==> src/rtl/vc_pkg.sv <==
// vc_pkg: shared definitions for the VC pop arbiter slice.
//   - vc_state_e : FSM state encodings (3 bits), exported on the arbiter's state port.
//   - DATA_SIZE_DEF / DEST_BIT_DEF : default word width and destination-select bit.
package vc_pkg;

    localparam int unsigned STATE_W       = 3;
    localparam int unsigned DATA_SIZE_DEF = 6;
    localparam int unsigned DEST_BIT_DEF  = 4;

    typedef enum logic [STATE_W-1:0] {
        ST_RESET  = 3'd0,
        ST_INIT   = 3'd1,
        ST_IDLE   = 3'd2,
        ST_ACTIVE = 3'd3,
        ST_ERROR  = 3'd4
    } vc_state_e;

endpackage

==> src/rtl/vc_dest_router.sv <==
// vc_dest_router: selects the word returned by the popped VC FIFO and steers it to
// destination D0 or D1 according to its destination bit.
// Ports:
//   valid_i     - a word popped last cycle is on the data inputs now
//   sel_i       - 0: word comes from VC0, 1: from VC1
//   block_i     - suppress all pushes (arbiter is in ERROR)
//   data_vc0_i  - VC0 registered pop data
//   data_vc1_i  - VC1 registered pop data
//   push_d0_o   - push to destination D0
//   push_d1_o   - push to destination D1
//   data_d0_o   - word to D0, zero when not pushing
//   data_d1_o   - word to D1, zero when not pushing
module vc_dest_router
    import vc_pkg::*;
#(
    parameter int unsigned DATA_SIZE = DATA_SIZE_DEF,
    parameter int unsigned DEST_BIT  = DEST_BIT_DEF
) (
    input  logic                 valid_i,
    input  logic                 sel_i,
    input  logic                 block_i,
    input  logic [DATA_SIZE-1:0] data_vc0_i,
    input  logic [DATA_SIZE-1:0] data_vc1_i,
    output logic                 push_d0_o,
    output logic                 push_d1_o,
    output logic [DATA_SIZE-1:0] data_d0_o,
    output logic [DATA_SIZE-1:0] data_d1_o
);

    logic [DATA_SIZE-1:0] word;
    logic                 go;

    always_comb begin
        word      = sel_i ? data_vc1_i : data_vc0_i;
        go        = valid_i && !block_i;
        push_d0_o = go && !word[DEST_BIT];
        push_d1_o = go &&  word[DEST_BIT];
        // Zeroed data keeps the destination buses quiet between pushes.
        data_d0_o = push_d0_o ? word : '0;
        data_d1_o = push_d1_o ? word : '0;
    end

endmodule

==> src/rtl/vc_pop_arbiter.sv <==
// vc_pop_arbiter: read-side controller for the two virtual-channel FIFOs.
// Pops VC0 with fixed priority over VC1, forwards each word one cycle later to D0 or D1,
// halts popping while either destination is almost full and freezes on any FIFO error.
// Ports:
//   clk, reset_L           - clock (rising edge), asynchronous active-low reset
//   init                   - synchronous re-initialisation request
//   fifo_empty_vc0/vc1     - VC FIFO empty flags
//   data_vc0_in/vc1_in     - VC FIFO registered pop data (valid the cycle after a pop)
//   fifo_pause_d0/d1       - destination almost-full flags
//   fifo_error_any         - OR of all FIFO error flags
//   pop_vc0/vc1            - pop requests to the VC FIFOs
//   push_d0/d1, data_d0/d1 - push requests and data to the destination FIFOs
//   state, idle            - FSM state and IDLE indicator
//   pkt_count              - words pushed since reset/INIT, wrapping
module vc_pop_arbiter
    import vc_pkg::*;
#(
    parameter int unsigned DATA_SIZE = DATA_SIZE_DEF,
    parameter int unsigned DEST_BIT  = DEST_BIT_DEF,
    parameter int unsigned CNT_WIDTH = 8
) (
    input  logic                 clk,
    input  logic                 reset_L,
    input  logic                 init,
    input  logic                 fifo_empty_vc0,
    input  logic                 fifo_empty_vc1,
    input  logic [DATA_SIZE-1:0] data_vc0_in,
    input  logic [DATA_SIZE-1:0] data_vc1_in,
    input  logic                 fifo_pause_d0,
    input  logic                 fifo_pause_d1,
    input  logic                 fifo_error_any,
    output logic                 pop_vc0,
    output logic                 pop_vc1,
    output logic                 push_d0,
    output logic                 push_d1,
    output logic [DATA_SIZE-1:0] data_d0,
    output logic [DATA_SIZE-1:0] data_d1,
    output logic [2:0]           state,
    output logic                 idle,
    output logic [CNT_WIDTH-1:0] pkt_count
);

    vc_state_e            state_q, state_d;
    logic                 valid_q, valid_d;
    logic                 sel_q, sel_d;
    logic [CNT_WIDTH-1:0] cnt_q, cnt_d;
    logic                 pop_en;
    logic                 flush;

    // ---------------- FSM ----------------
    always_ff @(posedge clk or negedge reset_L) begin
        if (!reset_L) begin
            state_q <= ST_RESET;
        end else begin
            state_q <= state_d;
        end
    end

    always_comb begin
        state_d = state_q;
        if (state_q == ST_RESET) begin
            state_d = ST_INIT;
        end else if (init) begin
            // init outranks a simultaneous error
            state_d = ST_INIT;
        end else if (fifo_error_any) begin
            state_d = ST_ERROR;
        end else begin
            case (state_q)
                ST_INIT:   state_d = ST_IDLE;
                ST_IDLE:   if (!fifo_empty_vc0 || !fifo_empty_vc1) state_d = ST_ACTIVE;
                ST_ACTIVE: if (fifo_empty_vc0 && fifo_empty_vc1 && !valid_q) state_d = ST_IDLE;
                ST_ERROR:  state_d = ST_ERROR;
                // Unused encodings are treated as a fault.
                default:   state_d = ST_ERROR;
            endcase
        end
    end

    // ---------------- Pop logic ----------------
    always_comb begin
        pop_en  = (state_q == ST_ACTIVE) && !fifo_pause_d0 && !fifo_pause_d1;
        pop_vc0 = pop_en && !fifo_empty_vc0;
        pop_vc1 = pop_en && fifo_empty_vc0 && !fifo_empty_vc1;
    end

    // ---------------- Pipeline registers ----------------
    always_comb begin
        flush   = (state_q == ST_RESET) || (state_q == ST_INIT) || (state_q == ST_ERROR);
        valid_d = flush ? 1'b0 : (pop_vc0 || pop_vc1);
        sel_d   = flush ? 1'b0 : pop_vc1;
    end

    always_ff @(posedge clk or negedge reset_L) begin
        if (!reset_L) begin
            valid_q <= 1'b0;
            sel_q   <= 1'b0;
        end else begin
            valid_q <= valid_d;
            sel_q   <= sel_d;
        end
    end

    // ---------------- Routing ----------------
    vc_dest_router #(
        .DATA_SIZE (DATA_SIZE),
        .DEST_BIT  (DEST_BIT)
    ) u_router (
        .valid_i    (valid_q),
        .sel_i      (sel_q),
        .block_i    (state_q == ST_ERROR),
        .data_vc0_i (data_vc0_in),
        .data_vc1_i (data_vc1_in),
        .push_d0_o  (push_d0),
        .push_d1_o  (push_d1),
        .data_d0_o  (data_d0),
        .data_d1_o  (data_d1)
    );

    // ---------------- Forwarded-word counter ----------------
    always_comb begin
        cnt_d = cnt_q;
        if (state_q == ST_INIT) begin
            cnt_d = '0;
        end else if (push_d0 || push_d1) begin
            cnt_d = cnt_q + CNT_WIDTH'(1);
        end
    end

    always_ff @(posedge clk or negedge reset_L) begin
        if (!reset_L) begin
            cnt_q <= '0;
        end else begin
            cnt_q <= cnt_d;
        end
    end

    assign state     = state_q;
    assign idle      = (state_q == ST_IDLE);
    assign pkt_count = cnt_q;

endmodule

==> config.mk <==
export PLATFORM = sky130hd
export DESIGN_NAME = vc_pop_arbiter
export DESIGN_NICKNAME = d
export VERILOG_FILES = /design/src/rtl/vc_pkg.sv /design/src/rtl/vc_dest_router.sv /design/src/rtl/vc_pop_arbiter.sv
export SDC_FILE = /design/constraint.sdc
export NUM_CORES = 1
export LEC_CHECK = 0
export ABC_AREA = 1
export BUFFER_PORTS_ARGS = -buffer_cell sky130_fd_sc_hd__buf_2
export CAP_MARGIN = 30
export CORE_UTILIZATION = 44
export DETAILED_ROUTE_END_ITERATION = 16
export PLACE_DENSITY_LB_ADDON = 0.25
export SETUP_SLACK_MARGIN = 0.4
export SYNTH_ARGS = -nofsm -noshare
export SYNTH_HDL_FRONTEND = slang
export SYNTH_HIERARCHICAL = 1
export SYNTH_SLANG_ARGS = --single-unit
==> constraint.sdc <==
create_clock -name clk -period 1.9 [get_ports clk]
set_input_delay 0.38 -clock clk [delete_from_list [all_inputs] [get_ports clk]]
set_output_delay 0.38 -clock clk [all_outputs]
set_load 0.01 [all_outputs]
**After elaboration in Yosys (flattened, before gate mapping)**

Index checks and enable logic that the tools add are counted.

- Reduce and logical (&&, ||, !) cells: 25
- Eq/ne operators: 6
- Muxes and demuxes: 13
- Add/subtract/negate cells: 1

Operator list:

| operator | count |
|---|---|
| $mux 6 | 3 |
| $mux 8 | 2 |
| $mux 3 | 5 |
| $logic_and 1x1->1 | 10 |
| $pmux 3 s3 | 1 |
| $add 8x1->8 const B | 1 |
| $logic_not 1->1 | 7 |
| $eq 3x2->1 const B | 2 |
| $logic_or 1x1->1 | 5 |
| $ne 5x3->1 const B | 1 |
| $ne 5x4->1 const B | 1 |
| $eq 3x1->1 const B | 1 |
| $eq 3x3->1 const B | 1 |
| $logic_not 3->1 | 1 |
| $mux 1 | 2 |
| $reduce_and 2->1 | 1 |
| $reduce_bool 2->1 | 1 |

- Output and inout bits: 28
- Word-level logic and storage cells: 49
- Input bits: 20
- Bits in registers: 13

**Logic depth before layout (Yosys ltp)**

Gate-level depths: netlist (run 1).

- Depth in word-level cells: 7
- Depth in mapped cells: 12
- Depth with buffers taken out: 12

**Cells and area by module**

Netlist (run 1), hierarchy kept.

By module, submodules not included:

| module | area each (um2) | cells an instance | times used | seq. area each (um2) |
|---|---|---|---|---|
| vc_pop_arbiter | 690.7 | 93 | 1 | 325.3 |
| vc_dest_router | 214.0 | 39 | 1 | 0.0 |

**Worst setup path after synthesis (run 1)**

No wires, ideal clock.

- Path type: register to register
- Start point: register state_q[1] (netlist: state[1])
- End point: register cnt_q[3] (netlist: pkt_count[3])
- Cell stages (with the launch flop): 11
- Data arrival time: 1662 ps
- Period minus slack after synthesis: 1785 ps
- Path slack: 115 ps
- Data required time: 1777 ps
- Setup time: 123 ps
- Buffers on the path: 0
- Path through: dfrtp_1 nor2_1 inv_1 nor2_1 nor2_8 nand2_2 inv_1 nor2_2 nor2_1 o21ai_0 nor2_1

- Longest elaborated chain between the ends: 6
- Elaborated cells between the ends (all ways): 9
- Classes of those cells: eq/ne (2); mux (1); reduce/logical (6)

Ends and longest elaborated chain:

| element | line | text |
|---|---|---|
| from (decl) | vc_pop_arbiter.sv:43 | `vc_state_e state_q, state_d;` |
| from (signal assigned) | vc_pop_arbiter.sv:55 | `state_q <= state_d;` |
| $eq 3x3->1 | vc_pop_arbiter.sv:111 | `.block_i (state_q == ST_ERROR),` |
| $logic_not 1->1 | vc_dest_router.sv:35 | `go = valid_i && !block_i;` |
| $logic_and 1x1->1 | vc_dest_router.sv:35 |  |
| $logic_and 1x1->1 | vc_dest_router.sv:37 | `push_d1_o = go && word[DEST_BIT];` |
| via push_d1 | vc_pop_arbiter.sv:35 | `output logic push_d1,` |
| $logic_or 1x1->1 | vc_pop_arbiter.sv:125 | `end else if (push_d0 \|\| push_d1) begin` |
| $reduce_bool 2->1 (no line) | - |  |
| to (signal assigned) | vc_pop_arbiter.sv:134 | `cnt_q <= cnt_d;` |
| to (decl) | vc_pop_arbiter.sv:46 | `logic [CNT_WIDTH-1:0] cnt_q, cnt_d;` |

The timed path passes the listed nets, and every way through them passes these cells.
A chain may end at the register's enable or synchronous reset.

**Worst setup path after layout (run 1)**

- Start point: register state_q[1] (netlist: state[1])
- End point: output push_d0

- Longest elaborated chain between the ends: 4

Ends and longest elaborated chain:

| element | line | text |
|---|---|---|
| $eq 3x3->1 | vc_pop_arbiter.sv:111 |  |
| $logic_not 1->1 | vc_dest_router.sv:35 |  |
| $logic_and 1x1->1 | vc_dest_router.sv:35 |  |
| $logic_and 1x1->1 | vc_dest_router.sv:36 | `push_d0_o = go && !word[DEST_BIT];` |
| to (decl) | vc_pop_arbiter.sv:34 | `output logic push_d0,` |

No other way between the ends.

==> impl_metrics.ini, run 1 <==
[status]
outcome = complete, no violations

[worst_setup_path]
critPathCaptureType = primary output
crit_path_max_incr_delay_ns = 0.45
reg2reg_setup_slack_ns = 0.19
critPathArrivalTime_ns = 1.41
slowest_stage = dfrtp_2
cp_num_buf_inv = 3
worstPathRequired_ns = 1.52
path_max_fanout = 6
crit_family = flip-flops
cp_cell_sequence = nor2_4 > inv_2 > nor2_4 > nor2_8 > nand3_4 > inv_2 > buf_2
critPathLaunchType = register
path_class = reg -> out

[detailed_routing]
vias = 1028
dr.pass1.iters = 4
totalWireLength_um = 2330
wl_per_cell_um = 10.6
viasPerCell = 4.69
dr.first_iter.drc_count = 24
drtAntennaViolNets = 0
route.detailed.drc = 0

[power_and_ir_drop]
p_seq_share_pct = 47.1
switching_share_pct = 30.1
internal-power_w = 0.000436
power.leakage_nw = 0.777
combPwrFrac_pct = 25.2
p_per_area_mw_per_mm2 = 450
power_frac_clock_pct = 27.7
total_power_w = 0.000624
p_sw_w = 0.000188
ir_drop_v = 0.000428

[timing]
post-route-min-period_ns = 1.79
drv_slew = 0
setup_viol = 0
setup_tns_ns = 0
timing.hold.ws_ns = 0.286
hold_viol_final = 0
setup_slack_ns = 0.113
max_freq_mhz = 560
fin_worst_skew_ns = 0.000966
rsz0062_at_grt = true
post-route-period-util_pct = 94.0

[synth]
synth_top_cell_area_share_pct = 36.0
ys_seq_elements = 13
synth_warnings = 6
synth.area.top_cells = dfrtp_1 36%, nor2_1 14%, nand2_1 10%
ys_types = 22
synth_cells = 132
async_reset_ff_share_pct = 100
avgSynthCellArea_um2 = 6.85
syn_nets = 153
synth_mux_area_share_pct = 0
synthSimpleGateAreaFrac_pct = 41.1
yosysMostFrequentCell = nor2_1
synth_edf_count = 0
synth_seq_area_share_pct = 36.0
synth_fa_ha_area_share_pct = 1.38
ys.flop_type = dfrtp_1
synth_top_area_cell = dfrtp_1
synth_top_family_by_area = simple AND/OR/NAND/NOR gates
yosys-top-cells-count = 33 x nor2_1, 25 x nand2_1, 21 x inv_1
synth_area_um2 = 905
synth_compound_area_share_pct = 8.16
synth_xor_area_share_pct = 0.968

[cts]
cts_max_level = 1
clk_pin_slew_ns = 0.08
cts_tree = built
clk_latency_ns = 0.28
clockBufferDepth = 2
cts_made_buffers = 3
clkSinkCount = 13
root_buffer = clkbuf_4

[cells_and_area]
layout-drive-gt1-share_pct = 50.5
area_growth_pct = 53.3
n_antenna_cell = 0
regArea_um2 = 327
num-fill-cells = 165
final_nets = 214
multiInputGateArea_um2 = 566

[grt]
busiest_layer = met2
grt_start_max_net_pins = 14
grt_pass1_wl_um = 2950
overflow = 0
met3_usage_pct = 2.31
grt_util_met1_pct = 21.7
grt_pass1_vias = 732
use_met2_pct = 34.5
antenna_found_initial = 0
grt.total_usage_pct = 19.1

[placement]
preCtsSetupSlack_ns = 0.323
gp_congestion = 0.758
hpwl_um = 1600
port_buffers = 46

[floorplan]
die_h_um = 47.3
row_count = 16
die-width_um = 47.3
coreArea_mm2 = 0.00194
die-area_mm2 = 0.00224
initial_core_util_pct = 46.6
io-pin-count = 48

[min_path]
hold_path_class = in -> reg

[job]
cap_viol_max_count = 0
[state kept, by name (all words and copies together) (netlist names)]
register	flops
pkt_count	8
sel_q	1
state	3
valid_q	1
[metrics by stage]
step	instances	cell area (um^2)	util, %
2_1_floorplan	132	936	-
4_1_cts	216	1330	68.3
5_1_grt	219	1390	71.4
3_3_place_gp	203	1180	60.8
3_5_place_dp	203	1180	60.8
6_report	219	1390	71.4
[metal layers]
| layer | part of all wire [%] | up-vias |
|---|---|---|
| met3 | 7.3 | 5 |
| met2 | 52 | 41 |
| met5 | 0 | - |
| met1 | 39 | 463 |
| met4 | 2.2 | 0 |
| li1 | - | 519 |
[final cells by class]
class	count	area share [%]
well taps	27	2.44
multi-input cells	94	40.8
repair buffers	59	25.0
clock buffers	4	1.90
inverters	22	6.32
flip-flops and latches	13	23.6
[power by group through the flow]
stage	Sequential [W]	Combinational (W)	Clock (W)
detailed placement	0.000300	0.000116	0
global placement	0.000298	0.000113	0
finish	0.000293	0.000157	0.000173
floorplan	0.000302	0.0000672	0
global route	0.000294	0.000174	0.000187
CTS	0.000293	0.000141	0.000181
[cell families after synthesis]
family                   Yosys count
XOR/XNOR                           1
buffers and inverters             25
flip-flops                        13
AND/OR/NAND/NOR                   80
other                              1
AO/OA/AOI/OAI                     11
adder cells (fa/ha/maj)            1
[final timing paths]
kind,from,to,cells past startpoint
setup / recovery,state[1],push_d0,7
hold / removal,init,state[1],2
setup reg to reg,state[1],pkt_count[3],11
hold reg to reg,pkt_count[7],pkt_count[7],2
max in group asynchronous,reset_L,state[1],2
min in group asynchronous,reset_L,pkt_count[6],2
[placed cells by master (no fill, tap or decap), types with 2 or more instances in the layout]
master / synthesis / final
buf_2: 0 / 44
nor2_1: 33 / 24
nand2_1: 25 / 22
inv_1: 21 / 17
dfrtp_1: 13 / 12
buf_4: 2 / 11
nor2_2: 2 / 6
nand3_1: 7 / 6
nor2_4: 0 / 5
o21ai_2: 5 / 5
nand2_2: 4 / 4
inv_2: 1 / 3
nand2_4: 0 / 3
clkbuf_4: 0 / 3
buf_6: 1 / 3
nor3b_1: 3 / 2
inv_4: 0 / 2
a21oi_2: 0 / 2
a21oi_1: 4 / 2
nand4_1: 2 / 2
[timing repair]
action	4_1_cts	5_1_grt
endpoints found under the setup margin	23	24
endpoints found under the hold margin	13	0
hold buffers	1	0
buffers inserted	8	3
gates resized for setup	14	11
pin swaps	10	5
Power figures use the tool's default switching activity.
==> inputs of run 2 (changes only) <==
clock period = 2.05 ns   (was 1.9 ns; I/O delays follow)
==> impl_metrics.ini, run 2 (same netlist as run 1, synthesis figures left out) <==
[status]
outcome = complete, but fails checks
violations = hold timing

[cells_and_area]
largest_reg_flops = 8
final_area_mm2 = 0.00141
n_antenna_cell = 0
layout_commonest_cell = buf_2
final_cell_mix = 42 x buf_2, 27 x nor2_1, 25 x nand2_1, 18 x inv_1, 14 x buf_4
layout-drive-gt1-share_pct = 47.4
area_growth_pct = 56.0
final_nets = 218
num-fill-cells = 157
multiInputGateArea_um2 = 547
regArea_um2 = 325
fin_cells = 223

[job]
cap_viol_max_count = 0

[timing]
timing.hold.ws_ns = -0.00105
rsz0062_at_grt = true
setup_tns_ns = 0
drv_slew = 0
post-route-min-period_ns = 1.79
post-route-period-util_pct = 87.1
setup_slack_ns = 0.264
fin_worst_skew_ns = 0.00287
hold_viol_final = 8
max_freq_mhz = 560
setup_viol = 0

[cts]
cts_tree = built
clockBufferDepth = 2
clkSinkCount = 13
cts_max_level = 1
clk_pin_slew_ns = 0.09
cts_made_buffers = 3
cts_hold_buf = 0
root_buffer = clkbuf_4
clk_latency_ns = 0.29

[placement]
preCtsSetupSlack_ns = 0.345
dp_cells = 203
placed_area_mm2 = 0.00116
hpwl_um = 1630
port_buffers = 46
gp_congestion = 0.744

[floorplan]
die_h_um = 47.3
initial_core_util_pct = 46.6
die-width_um = 47.3
io-pin-count = 48
row_count = 16
coreArea_mm2 = 0.00194
die-area_mm2 = 0.00224

[detailed_routing]
dr.first_iter.drc_count = 30
totalWireLength_um = 2540
dr.pass1.iters = 4
wl_per_cell_um = 11.4
viasPerCell = 4.81
vias = 1073
route.detailed.drc = 0
drtAntennaViolNets = 0

[power_and_ir_drop]
power.leakage_nw = 0.790
p_per_area_mw_per_mm2 = 420
ir_drop_v = 0.000389
total_power_w = 0.000593

[grt]
grt.total_usage_pct = 20.9
grt_start_max_net_pins = 14
antenna_found_initial = 0
grt_pass1_vias = 800
overflow = 0
grt_pass1_wl_um = 3300

[worst_setup_path]
worstPathRequired_ns = 1.64
path_class = reg -> out
critPathArrivalTime_ns = 1.38
critPathLaunchType = register
critPathCaptureType = primary output
path_max_fanout = 6

[min_path]
hold_path_class = in -> async
-- run 2: metrics by stage --
stage / util [%] / hold WS, ns
2_1_floorplan: - / 0.114
3_3_place_gp: 59.9 / 0.312
3_5_place_dp: 59.9 / 0.316
4_1_cts: 67.3 / 0.00531
5_1_grt: 72.7 / 0.0160
6_report: 72.7 / -0.00105
-- run 2: layer usage --
layer  part of all wire [%]  up-vias  track usage (%)  wire, um
met3                    6.3        5             3.46       159
li1                       -      530                -         -
met4                    1.3        0             8.57        33
met2                     52       42             34.5      1310
met5                      0        -                0         0
met1                     41      496             26.8      1030
-- run 2: path summary, 6_finish.rpt --
kind | start | end | slack [ns] | depth (start not counted)
max in group asynchronous | reset_L | pkt_count[3] | 1.82 | 1
min in group clk | init | state[1] | 0.30 | 2
hold reg to reg | pkt_count[7] | pkt_count[7] | 0.56 | 2
setup / recovery | state[0] | data_d1[2] | 0.26 | 7
hold / removal | reset_L | pkt_count[0] | -0.001 | 1
setup reg to reg | state[0] | pkt_count[3] | 0.36 | 12
-- run 2: final cells by class --
| type | count | share of cell area (%) |
|---|---|---|
| multi-input cells | 94 | 38.7 |
| repair buffers | 63 | 27.9 |
| flip-flops and latches | 13 | 23.0 |
| inverters | 22 | 6.03 |
| well taps | 27 | 2.39 |
| clock buffers | 4 | 1.86 |
-- run 2: critical path, stage by stage, from the launching register on --
cell and delay, ns:
dfrtp_1 0.43, nor2_2 0.13, inv_2 0.06, nor2_4 0.13, nor2_8 0.05, nand2_4 0.10, nor2_1 0.05, buf_2 0.13
-- run 2: where the power goes --
part	total [W]	switching [W]	leakage [nW]	internal, W
logic	0.000153	0.0000862	0.598	0.0000666
clock network	0.000170	0.0000944	0.0150	0.0000757
registers	0.000270	0.00000696	0.177	0.000263
-- run 2: timing repair --
item | 4_1_cts | 5_1_grt
endpoints found under the hold margin | 0 | 0
resized for setup | 12 | 15
setup buffers | 10 | 6
pin swaps | 7 | 8
setup endpoints to repair | 19 | 23
